===== src/rtl/ysyx_23060042_ifetch.sv =====
// Multi-cycle instruction fetch controller: owns the PC, issues one request at a time, hands {pc, inst} to decode.
// Optional macro IFETCH_FAULT_EN adds out_fault and suppresses misaligned fetches.
module ysyx_23060042_ifetch #(
  parameter int unsigned       ADDR_W   = 32,
  parameter int unsigned       DATA_W   = 32,
  parameter logic [ADDR_W-1:0] RESET_PC = 32'h8000_0000
) (
  input  logic              clk,
  input  logic              rst,
  input  logic              redirect_valid,
  input  logic [ADDR_W-1:0] redirect_pc,
  output logic              req_valid,
  input  logic              req_ready,
  output logic [ADDR_W-1:0] req_addr,
  input  logic              rsp_valid,
  output logic              rsp_ready,
  input  logic [DATA_W-1:0] rsp_data,
  input  logic              rsp_err,
  output logic              out_valid,
  input  logic              out_ready,
  output logic [DATA_W-1:0] out_inst,
  output logic [ADDR_W-1:0] out_pc
`ifdef IFETCH_FAULT_EN
  ,
  output logic              out_fault
`endif
);

  localparam logic [1:0] S_IDLE = 2'd0;
  localparam logic [1:0] S_REQ  = 2'd1;
  localparam logic [1:0] S_WAIT = 2'd2;
  localparam logic [1:0] S_HOLD = 2'd3;

  logic [1:0]        state_q, state_d;
  logic [ADDR_W-1:0] pc_q, pc_d;
  logic              drop_q, drop_d;
  logic [DATA_W-1:0] out_inst_q, out_inst_d;
  logic [ADDR_W-1:0] out_pc_q, out_pc_d;
  logic              misaligned;

`ifdef IFETCH_FAULT_EN
  logic fault_q, fault_d;
  assign misaligned = (pc_q[1:0] != 2'b00);
  assign out_fault  = fault_q;
`else
  logic unused_rsp_err;
  assign misaligned     = 1'b0;
  assign unused_rsp_err = rsp_err;
`endif

  assign req_valid = (state_q == S_REQ) && !misaligned;
  assign req_addr  = pc_q;
  assign rsp_ready = (state_q == S_WAIT);
  assign out_valid = (state_q == S_HOLD);
  assign out_inst  = out_inst_q;
  assign out_pc    = out_pc_q;

  always_comb begin
    state_d    = state_q;
    pc_d       = pc_q;
    drop_d     = drop_q;
    out_inst_d = out_inst_q;
    out_pc_d   = out_pc_q;
`ifdef IFETCH_FAULT_EN
    fault_d    = fault_q;
`endif
    case (state_q)
      S_IDLE: state_d = S_REQ;
      S_REQ: begin
        if (misaligned && !redirect_valid) begin
          state_d    = S_HOLD;
          out_inst_d = '0;
          out_pc_d   = pc_q;
`ifdef IFETCH_FAULT_EN
          fault_d    = 1'b1;
`endif
        end else if (req_valid && req_ready) begin
          // A redirect racing the request handshake leaves a stale response in flight.
          state_d = S_WAIT;
          drop_d  = redirect_valid;
        end
      end
      S_WAIT: begin
        if (rsp_valid) begin
          if (drop_q || redirect_valid) begin
            drop_d  = 1'b0;
            state_d = S_REQ;
          end else begin
            out_inst_d = rsp_data;
            out_pc_d   = pc_q;
`ifdef IFETCH_FAULT_EN
            fault_d    = rsp_err;
`endif
            state_d    = S_HOLD;
          end
        end else if (redirect_valid) begin
          drop_d = 1'b1;
        end
      end
      S_HOLD: begin
        if (redirect_valid) begin
          state_d = S_REQ;
        end else if (out_ready) begin
          pc_d    = pc_q + ADDR_W'(4);
          state_d = S_REQ;
        end
      end
      default: state_d = S_IDLE;
    endcase
    // Redirect target always overrides the sequential increment.
    if (redirect_valid) pc_d = redirect_pc;
  end

  always_ff @(posedge clk) begin
    if (rst) begin
      state_q    <= S_IDLE;
      pc_q       <= RESET_PC;
      drop_q     <= 1'b0;
      out_inst_q <= '0;
      out_pc_q   <= RESET_PC;
`ifdef IFETCH_FAULT_EN
      fault_q    <= 1'b0;
`endif
    end else begin
      state_q    <= state_d;
      pc_q       <= pc_d;
      drop_q     <= drop_d;
      out_inst_q <= out_inst_d;
      out_pc_q   <= out_pc_d;
`ifdef IFETCH_FAULT_EN
      fault_q    <= fault_d;
`endif
    end
  end

endmodule


===== config.mk =====
export PLATFORM = sky130hd
export DESIGN_NAME = ysyx_23060042_ifetch
export DESIGN_NICKNAME = d
export VERILOG_FILES = /design/src/rtl/ysyx_23060042_ifetch.sv
export SDC_FILE = /design/constraint.sdc
export NUM_CORES = 1
export LEC_CHECK = 0
export BUFFER_PORTS_ARGS = -buffer_cell sky130_fd_sc_hd__buf_2
export CAP_MARGIN = 20
export CORE_MARGIN = 1.5
export CORE_UTILIZATION = 49
export DETAILED_ROUTE_END_ITERATION = 8
export PLACE_DENSITY = 0.85
export SYNTH_ARGS = -nofsm -noshare
export SYNTH_HDL_FRONTEND = slang
export SYNTH_SLANG_ARGS = --single-unit

===== constraint.sdc =====
create_clock -name clk -period 2.1 [get_ports clk]
set_input_delay 0 -clock clk [delete_from_list [all_inputs] [get_ports clk]]
set_output_delay 0 -clock clk [all_outputs]
set_load 0.005 [all_outputs]

==> results of run 1 <==
==> worst min-delay path by stage <==
stage               startpoint            to  depth (start not counted)
3_3_place_gp   redirect_pc[30]  req_addr[30]                          3
3_5_place_dp   redirect_pc[30]  req_addr[30]                          3
2_1_floorplan  redirect_pc[29]  req_addr[29]                          2
6_report             req_ready        drop_q                          4
4_1_cts        redirect_pc[27]  req_addr[27]                          5
5_1_grt              req_ready    state_q[0]                          5
==> Yosys cell counts (all sizes together) (7+ instances only) <==
master    n  area (um2)
a311oi   10       87.58
inv      13       48.80
a211oi   13       97.59
clkbuf   29       108.9
and3      7       43.79
nand3    14       75.07
or4      10       80.08
a21oi    69       345.3
nand4    12       96.34
and4      9       80.08
dfxtp    99        1982
nor2     30       112.6
nand2   147       551.8
buf      11       65.06
==> through the flow <==
stage / hold WS [ns] / power (W) / cells / utilization (%)
2_1_floorplan: 0.1328 / 0.002232 / 546 / -
3_3_place_gp: 0.2359 / 0.002411 / 807 / 61.97
3_5_place_dp: 0.2409 / 0.002428 / 807 / 61.97
4_1_cts: 0.02106 / 0.003666 / 886 / 71.44
5_1_grt: 0.06543 / 0.003797 / 887 / 71.63
6_report: 0.03703 / 0.003657 / 887 / 71.63
==> worst min-delay path, stage by stage <==
cell,delay [ns]
sky130_fd_sc_hd__buf_2,0.09
sky130_fd_sc_hd__nor2b_1,0.05
sky130_fd_sc_hd__nor2_1,0.13
sky130_fd_sc_hd__a211oi_1,0.09
==> cell type report <==
cell class / count / area [um2] / area share (%)
Antenna cell: 1 / 2.502 / 0.04045
Tap cell: 108 / 135.1 / 2.184
Clock inverter: 6 / 50.05 / 0.8091
Clock buffer: 10 / 137.6 / 2.225
Sequential cell: 99 / 1982 / 32.04
Multi-Input combinational cell: 394 / 2156 / 34.85
Inverter: 13 / 48.80 / 0.7888
Timing Repair Buffer: 256 / 1674 / 27.06
==> cells in the final DEF (no fill, tap or decap), drive strengths merged, types with 7 or more instances in the layout <==
cell type    instances
clkbuf              10
a21oi               69
nand2              147
buf                193
or4                 10
nor2                30
a211oi              13
nand3               14
a311oi              10
dlygate4sd3         63
inv                 14
nand4               12
and3                 7
dfxtp               99
and4                 9
==> flip-flops by register name, summed over array words and instances (netlist names) <==
name	cells
drop_q	1
req_addr	32
out_inst	32
state_q	2
out_pc	32
==> power breakdown <==
group,internal [W],total [W],switching [W]
logic,0.000256,0.000483,0.000227
clock network,0.000474,0.00116,0.000689
registers,0.00194,0.00201,0.0000760
total,0.00267,0.00366,0.000991
==> per-layer routing <==
layer	part of all wire, %	global-route usage (%)
met5	0	0
met4	4.7	16.61
met2	51	51.26
met3	4.7	3.597
met1	40	32.18
==> kinds of logic after synthesis <==
| kind of cell | share of synthesized area (%) |
|---|---|
| AO/OA/AOI/OAI | 17.01 |
| adder cells (fa/ha/maj) | 1.153 |
| XOR/XNOR | 2.018 |
| buffers and inverters | 5.133 |
| flip-flops | 45.67 |
| AND/OR/NAND/NOR | 28.29 |
| multiplexers | 0.7209 |
==> what timing repair did <==
action                                 CTS  global route
setup endpoints to repair                0             5
endpoints found under the hold margin   62             0
buffers inserted                         0             0
hold buffers                            63             0
resized for setup                        0             3
==> results.yml, run 1 <==
global_routing:
  grt_start_max_net_pins: 68
  grt_pass1_vias: 4820
  grt_first_pass_wirelength_um: 22150
  antenna_violations_before_repair: 1
  globalRouteOverflowTotal: 0
  grt_use_total_pct: 28.48
pwr:
  power.ir.vdd_worst_v: 0.0004182
  total_leakage_power_nw: 2.639
  pwr_density_cell_nw_per_um2: 591.2
worst_setup_path:
  critPathTopFamily: "simple AND/OR/NAND/NOR gates"
  critical_path.startpoint_type: "register"
  endpoint_kind: "register"
  critical_path_data_arrival_time_ns: 2.27
  crit_cells: 5
  crit_start: "state_q[0]"
  critical_path.reg2reg.startpoint: "state_q[0]"
  reg2reg_slack_ns: 0.09
  required_time_worst_endpoint_ns: 2.37
  setup.worst_path.class: "register to register"
  rr_endpoint: "req_addr[31]"
  timing.reg2reg.worst_path_depth: 5
  worst_setup_path_endpoint: "req_addr[31]"
  cp.buffers_inverters: 0
  slowest_delay_ns: 0.49
  crit_chain: "ha_4 -> nand4_1 -> or4_4 -> or4_1 -> and3_1"
  crit_fanout: 7
  critPathSlowestCell: "sky130_fd_sc_hd__or4_4"
yosys:
  post_synth_num_cell_types: 51
  post_syn_nets: 621
  ys_dominant_reg_cell: "sky130_fd_sc_hd__dfxtp_1"
  async_sr_flop_fraction_pct: 0
  ys_seq_area_share_pct: 45.67
  syn_area_um2: 4339
  ys_warn_count: 0
  flops_latches_synth: 99
  average_instance_area_after_synthesis_um2: 7.947
  synth-edff-count: 0
  syn-instance-count: 546
clock_tree:
  clk_root_buffer_cell: "sky130_fd_sc_hd__clkbuf_8"
  max-clock-path-buffers: 2
  cts_num_sinks: 99
  clk_pin_slew_worst_paths_ns: 0.10
  worstSkewPairLatency_ns: 0.36
  clock_tree_from_tritoncts: "built"
  cts-buffers-inserted: 9
  cts_htree_levels: 3
timing:
  setup_repair_after_global_routing_missed_its_margin: "false"
  worst-slew-pin-transition_ns: 0.6644
  fin_skew_ns: 0.01366
  finalHoldViolCount: 0
  timing.final.ws_setup_ns: 0.09309
  report.final.setup_viol: 0
  slew_violations: 0
  max-slew-margin-rel_pct: 55.71
  post-route-period-util_pct: 95.57
  max_freq_ghz: 0.4983
  timing.setup.tns_ns: 0
  fin_crit_ns: 2.007
layout:
  postLayoutCellArea_um2: 6186
  fill_cells: 663
  final_net_count: 848
  flow.area_growth_from_synthesis_pct: 42.56
  final_layout_size_suffix_gt1_share_pct: 28.53
die:
  core_area_um2: 8636
  start_util_pct: 50.25
  top_level_ports: 170
  die_width_um: 97.11
  die-area_um2: 9429
  placement_rows: 34
  die-height_um: 97.11
placement:
  dp.final_hpwl_um: 8549
  cell_area_after_placement_um2: 5351
  port-buffer-count: 168
  detailedPlace.worstSlack_ns: 0.01202
  place_congestion: 0.8642
routing:
  finalWirelength_um: 13670
  vias: 4897
  dr.first_iter.drc_count: 278
  wl_per_cell_um: 15.41
  drt-vias-per-instance: 5.521
  drtPass1Iterations: 5
  post-route-drc-count: 0
  postRouteAntennaNets: 0
job:
  max-cap-violations: 0
min_path:
  hp-class: "input pin to register"
status:
  status: "complete, no violations"
No activity file was read; power rests on OpenSTA's default activity.
==> inputs of run 2 (changes only) <==
--- a/config.mk
+++ b/config.mk
@@ -8,9 +8,10 @@
 export BUFFER_PORTS_ARGS = -buffer_cell sky130_fd_sc_hd__buf_2
 export CAP_MARGIN = 20
 export CORE_MARGIN = 1.5
-export CORE_UTILIZATION = 49
+export CORE_UTILIZATION = 50
+export CTS_BUF_LIST = sky130_fd_sc_hd__clkbuf_8
 export DETAILED_ROUTE_END_ITERATION = 8
-export PLACE_DENSITY = 0.85
+export PLACE_DENSITY = 0.87
 export SYNTH_ARGS = -nofsm -noshare
 export SYNTH_HDL_FRONTEND = slang
 export SYNTH_SLANG_ARGS = --single-unit
==> run 2 against run 1 <==
Compared with the run above: maximum frequency is 0.39% higher; clock skew rose by 0.0041 ns; global-route usage about the same; wire length down 0.75%; setup slack better by 0.0078 ns; combinational power fell by 2%; highest routed layer unchanged.
==> results.yml, run 2 (synthesis results as in run 1) <==
min_path:
  min-delay-start: "rsp_valid"
  hp-class: "input pin to register"
routing:
  finalWirelength_um: 13570
  drt-vias-per-instance: 5.561
  postRouteAntennaNets: 0
  vias: 4905
  drtPass1Iterations: 5
  wl_per_cell_um: 15.38
  post-route-drc-count: 0
  dr.first_iter.drc_count: 328
layout:
  fill_cells: 591
  flow.area_growth_from_synthesis_pct: 41.78
  antennaDiodeCount: 0
  layout_common_cells: "sky130_fd_sc_hd__buf_2, sky130_fd_sc_hd__nand2_1, sky130_fd_sc_hd__dfxtp_1"
  layout.cells.non_filler: 882
  finalCoreUtilization_pct: 74.13
  final_net_count: 847
  final_layout_size_suffix_gt1_share_pct: 28.57
  layout.cells.most_common: "sky130_fd_sc_hd__buf_2"
pwr:
  p_int_w: 0.002676
  netSwitchingFraction_pct: 27.10
  post-layout-total-power_w: 0.003670
  total_leakage_power_nw: 2.642
  seqPwrFrac_pct: 54.8
  comb_power_share_pct: 12.9
  power.net_switching_w: 0.0009945
  power.ir.vdd_worst_v: 0.0004539
  pwr-share-clk_pct: 32.3
  pwr_density_cell_nw_per_um2: 596.6
clock_tree:
  post-cts-setup-buffer-count: 0
  clk_pin_slew_worst_paths_ns: 0.10
  worstSkewPairLatency_ns: 0.36
  cts_htree_levels: 3
  max-clock-path-buffers: 2
  cts_num_sinks: 99
  cts-buffers-inserted: 9
  clock_tree_from_tritoncts: "built"
  clk_root_buffer_cell: "sky130_fd_sc_hd__clkbuf_8"
placement:
  dp.cells: 804
  place_congestion: 0.8836
  dp.final_hpwl_um: 8693
  port-buffer-count: 168
die:
  die-height_um: 96.16
  die_width_um: 96.16
  die-area_um2: 9246
  core_area_um2: 8299
  start_util_pct: 52.28
  top_level_ports: 170
  placement_rows: 33
timing:
  post-route-period-util_pct: 95.19
  max-slew-margin-rel_pct: 58.19
  max_freq_ghz: 0.5002
  worst-slew-pin-transition_ns: 0.6272
  setup_repair_after_global_routing_missed_its_margin: "false"
  finalHoldViolCount: 0
  report.final.setup_viol: 0
  slew_violations: 0
  timing.setup.tns_ns: 0
  hold-worst-slack_ns: 0.05970
  fin_skew_ns: 0.01780
  fin_crit_ns: 1.999
worst_setup_path:
  slowest_delay_ns: 0.48
  critPathSlowestCell: "sky130_fd_sc_hd__or4_4"
  setup.worst_path.class: "register to register"
  crit_chain: "ha_2 -> nand4_1 -> or4_4 -> or4_1 -> and3_1"
  crit_fanout: 6
  critical_path_data_arrival_time_ns: 2.26
  required_time_worst_endpoint_ns: 2.36
  crit_start: "state_q[0]"
  critical_path.startpoint_type: "register"
  endpoint_kind: "register"
  reg2reg_slack_ns: 0.10
  critical_path.reg2reg.startpoint: "state_q[0]"
global_routing:
  grt_use_total_pct: 28.53
  antenna_violations_before_repair: 0
  globalRouteOverflowTotal: 0
  grt_start_max_net_pins: 64
  grt_first_pass_wirelength_um: 20510
  grt_pass1_vias: 4566
status:
  status: "complete, no violations"
job:
  max-cap-violations: 0
==> run 2: area by class of cell <==
cell class | count | area (um2) | area share, %
sequential | 99 | 1982 | 32.21
inverter | 13 | 48.80 | 0.7932
tap | 105 | 131.4 | 2.135
clock buffer | 10 | 137.6 | 2.237
multi-input combinational | 394 | 2146 | 34.88
timing repair buffer | 255 | 1652 | 26.85
clock inverter | 6 | 55.05 | 0.8949
==> run 2: metal layers <==
metal	vias up	wire length (um)	track usage, %
met5	-	0	0
met2	241	6974	49.88
li1	2361	-	-
met4	0	512	16.30
met1	2248	5169	31.49
met3	55	908	6.635
==> run 2: path summary, 6_finish.rpt <==
path	endpoint	cells after the start
worst min-delay path	drop_q	4
worst min register to register	out_inst[19]	2
worst max-delay path	req_addr[31]	5
worst max register to register	req_addr[31]	5
==> run 2: what timing repair did <==
action,in CTS,in global routing
hold buffers,62,0
setup endpoints to repair,0,3
hold endpoints to repair,61,0
resized for setup,0,2
==> run 2: worst max-delay path, delay by kind of cell (launching register included) <==
| kind | cells | cell delay, ns |
|---|---|---|
| and+or+nand+nor | 4 | 1.25 |
| DFF | 1 | 0.39 |
| adders and majority gates | 1 | 0.25 |
==> run 2: power by group through the flow <==
stage                     Clock, W  Combinational, W  Sequential, W
after floorplan                  0          0.000186        0.00205
after global placement           0          0.000359        0.00205
after detailed placement         0          0.000369        0.00205
after CTS                  0.00121          0.000461        0.00201
after global routing       0.00130          0.000515        0.00202
final                      0.00119          0.000472        0.00201
==> run 2: through the flow <==
step	setup slack (ns)	cell area [um2]
2_1_floorplan	0.08537	4339
3_3_place_gp	0.1155	5335
3_5_place_dp	0.08679	5335
4_1_cts	0.07186	6148
5_1_grt	0.01457	6152
6_report	0.1009	6152
==> inputs of run 3 (changes only) <==
==> config.mk (replaced) <==
export PLATFORM = sky130hd
export DESIGN_NAME = ysyx_23060042_ifetch
export DESIGN_NICKNAME = d
export VERILOG_FILES = /design/src/rtl/ysyx_23060042_ifetch.sv
export SDC_FILE = /design/constraint.sdc
export NUM_CORES = 1
export LEC_CHECK = 0
export CAP_MARGIN = 20
export CORE_MARGIN = 1.5
export CORE_UTILIZATION = 62
export CTS_BUF_LIST = sky130_fd_sc_hd__clkbuf_8
export DETAILED_ROUTE_END_ITERATION = 8
export DONT_BUFFER_PORTS = 1
export PLACE_DENSITY = 0.83
export SYNTH_ARGS = -nofsm -noshare
export SYNTH_HDL_FRONTEND = slang
export SYNTH_SLANG_ARGS = --single-unit
==> run 3 against run 2 <==
Compared with the run above: sequential share of layout area increased by 3.6 points; final cell count decreased by 19%; largest power group unchanged; first-iteration DRC count increased by 10%; wire length decreased by 5.2%; critical endpoint is now req_addr[24]; highest routed layer unchanged.
==> results.yml, run 3 (synthesis results as in run 1) <==
status:
  status: "complete, no violations"
die:
  die_width_um: 86.66
  top_level_ports: 170
  die-area_um2: 7509
  core_area_um2: 6794
  start_util_pct: 63.87
  die-height_um: 86.66
  placement_rows: 30
worst_setup_path:
  rr_endpoint: "req_addr[24]"
  critical_path.reg2reg.startpoint: "state_q[0]"
  timing.reg2reg.worst_path_depth: 6
  critical_path.startpoint_type: "register"
  critPathSlowestCell: "sky130_fd_sc_hd__a2111oi_0"
  setup.worst_path.class: "register to register"
  required_time_worst_endpoint_ns: 2.30
  endpoint_kind: "register"
  critPathTopFamily: "compound AO/OA/AOI/OAI gates"
  crit_fanout: 7
  reg2reg_slack_ns: 0.06
  cp.buffers_inverters: 1
  crit_chain: "ha_2 -> and3_1 -> buf_4 -> nand4_1 -> o31a_1 -> a2111oi_0"
  critical_path_data_arrival_time_ns: 2.24
  slowest_delay_ns: 0.49
routing:
  drt-vias-per-instance: 6.117
  finalWirelength_um: 12860
  met2_wirelength_um: 6442
  met1_length_um: 4859
  postRouteAntennaNets: 0
  highest_layer: "met4"
  post-route-drc-count: 0
  vias: 4392
  wl_per_cell_um: 17.91
  dr_wl_met3_um: 1017
  dr.first_iter.drc_count: 361
  drtPass1Iterations: 5
timing:
  fin_crit_ns: 2.035
  slew_violations: 0
  post-route-period-util_pct: 96.91
  worst-slew-pin-transition_ns: 0.9754
  setup_repair_after_global_routing_missed_its_margin: "false"
  fin_skew_ns: 0.01035
  report.final.setup_viol: 0
  timing.setup.tns_ns: 0
  max-slew-margin-rel_pct: 34.76
  finalHoldViolCount: 0
  max_freq_ghz: 0.4914
global_routing:
  antenna_violations_before_repair: 0
  grt_use_total_pct: 33.40
  grt_pass1_vias: 4148
  grt_start_max_net_pins: 107
  grt_first_pass_wirelength_um: 19600
  globalRouteOverflowTotal: 0
layout:
  postLayoutCellArea_um2: 5547
  layout.cells.most_common: "sky130_fd_sc_hd__nand2_1"
  flow.area_growth_from_synthesis_pct: 27.83
  antennaDiodeCount: 0
  layout_common_cells: "sky130_fd_sc_hd__nand2_1, sky130_fd_sc_hd__dfxtp_1, sky130_fd_sc_hd__dlygate4sd3_1"
  final_net_count: 693
  final_layout_size_suffix_gt1_share_pct: 10.93
clock_tree:
  cts-buffers-inserted: 9
  cts_num_sinks: 99
  cts_htree_levels: 3
  max-clock-path-buffers: 2
  clk_root_buffer_cell: "sky130_fd_sc_hd__clkbuf_8"
  clock_tree_from_tritoncts: "built"
  clk_pin_slew_worst_paths_ns: 0.09
  worstSkewPairLatency_ns: 0.36
  post-cts-setup-buffer-count: 0
pwr:
  pwr_density_cell_nw_per_um2: 718.7
  total_leakage_power_nw: 1.956
  power.ir.vdd_worst_v: 0.0005433
min_path:
  min-delay-start: "redirect_valid"
  hp-class: "input pin to register"
  hold_path_depth: 3
  hold-path-endpoint: "req_addr[23]"
placement:
  dp.final_hpwl_um: 7548
  port-buffer-count: 0
  cell_area_after_placement_um2: 4518
  place_congestion: 0.8014
job:
  max-cap-violations: 0
==> run 3: through the flow <==
step / instances / hold slack, ns / total power [W] / setup slack (ns) / util [%]
6_report: 718 / 0.01642 / 0.003986 / 0.06489 / 81.64
5_1_grt: 718 / 0.04465 / 0.004123 / 0.0009048 / 81.64
4_1_cts: 718 / 0.01053 / 0.003978 / 0.02002 / 81.07
3_5_place_dp: 632 / 0.07717 / 0.002285 / 0.06781 / 66.50
3_3_place_gp: 632 / 0.07372 / 0.002273 / 0.1543 / 66.50
2_1_floorplan: 546 / 0.1328 / 0.002232 / 0.08537 / -
==> run 3: where the power goes <==
group	total (W)	switching, W	internal (W)
Combinational	0.000399	0.000199	0.000200
Sequential	0.00202	0.0000787	0.00194
Clock	0.00157	0.000660	0.000912
==> run 3: final cells by class <==
class                           count  area, um2
Multi-Input combinational cell    394       2176
Sequential cell                    99       1987
Fill cell                         421       1247
Timing Repair Buffer              101      953.4
Clock inverter                      6      137.6
Clock buffer                        9      123.9
Tap cell                           96      120.1
Inverter                           13      48.80
==> run 3: worst reg2reg max path, stage by stage, from the launching register on <==
cell and delay (ns):
sky130_fd_sc_hd__dfxtp_2 0.37, sky130_fd_sc_hd__ha_2 0.22, sky130_fd_sc_hd__and3_1 0.20, sky130_fd_sc_hd__buf_4 0.18
sky130_fd_sc_hd__nand4_1 0.15, sky130_fd_sc_hd__o31a_1 0.27, sky130_fd_sc_hd__a2111oi_0 0.49
==> run 3: metal layers <==
| metal | track usage [%] | up-vias |
|---|---|---|
| li1 | - | 2048 |
| met1 | 37.71 | 2036 |
| met2 | 57.81 | 247 |
| met3 | 8.286 | 61 |
| met4 | 18.18 | 0 |
| met5 | 0 | - |
==> run 3: timing repair <==
| action | CTS | global route |
|---|---|---|
| setup endpoints to repair | 0 | 8 |
| hold buffers | 71 | 0 |
| endpoints found under the hold margin | 99 | 0 |
| gates resized for setup | 0 | 12 |
==> run 3: worst max path at each step <==
stage | from | to | cells past startpoint
after global routing | state_q[1] | out_pc[14] | 6
after global placement | state_q[0] | req_addr[31] | 5
final | state_q[0] | req_addr[24] | 6
after floorplan | state_q[0] | req_addr[31] | 6
after CTS | req_addr[3] | req_addr[28] | 7
after detailed placement | state_q[0] | req_addr[19] | 5
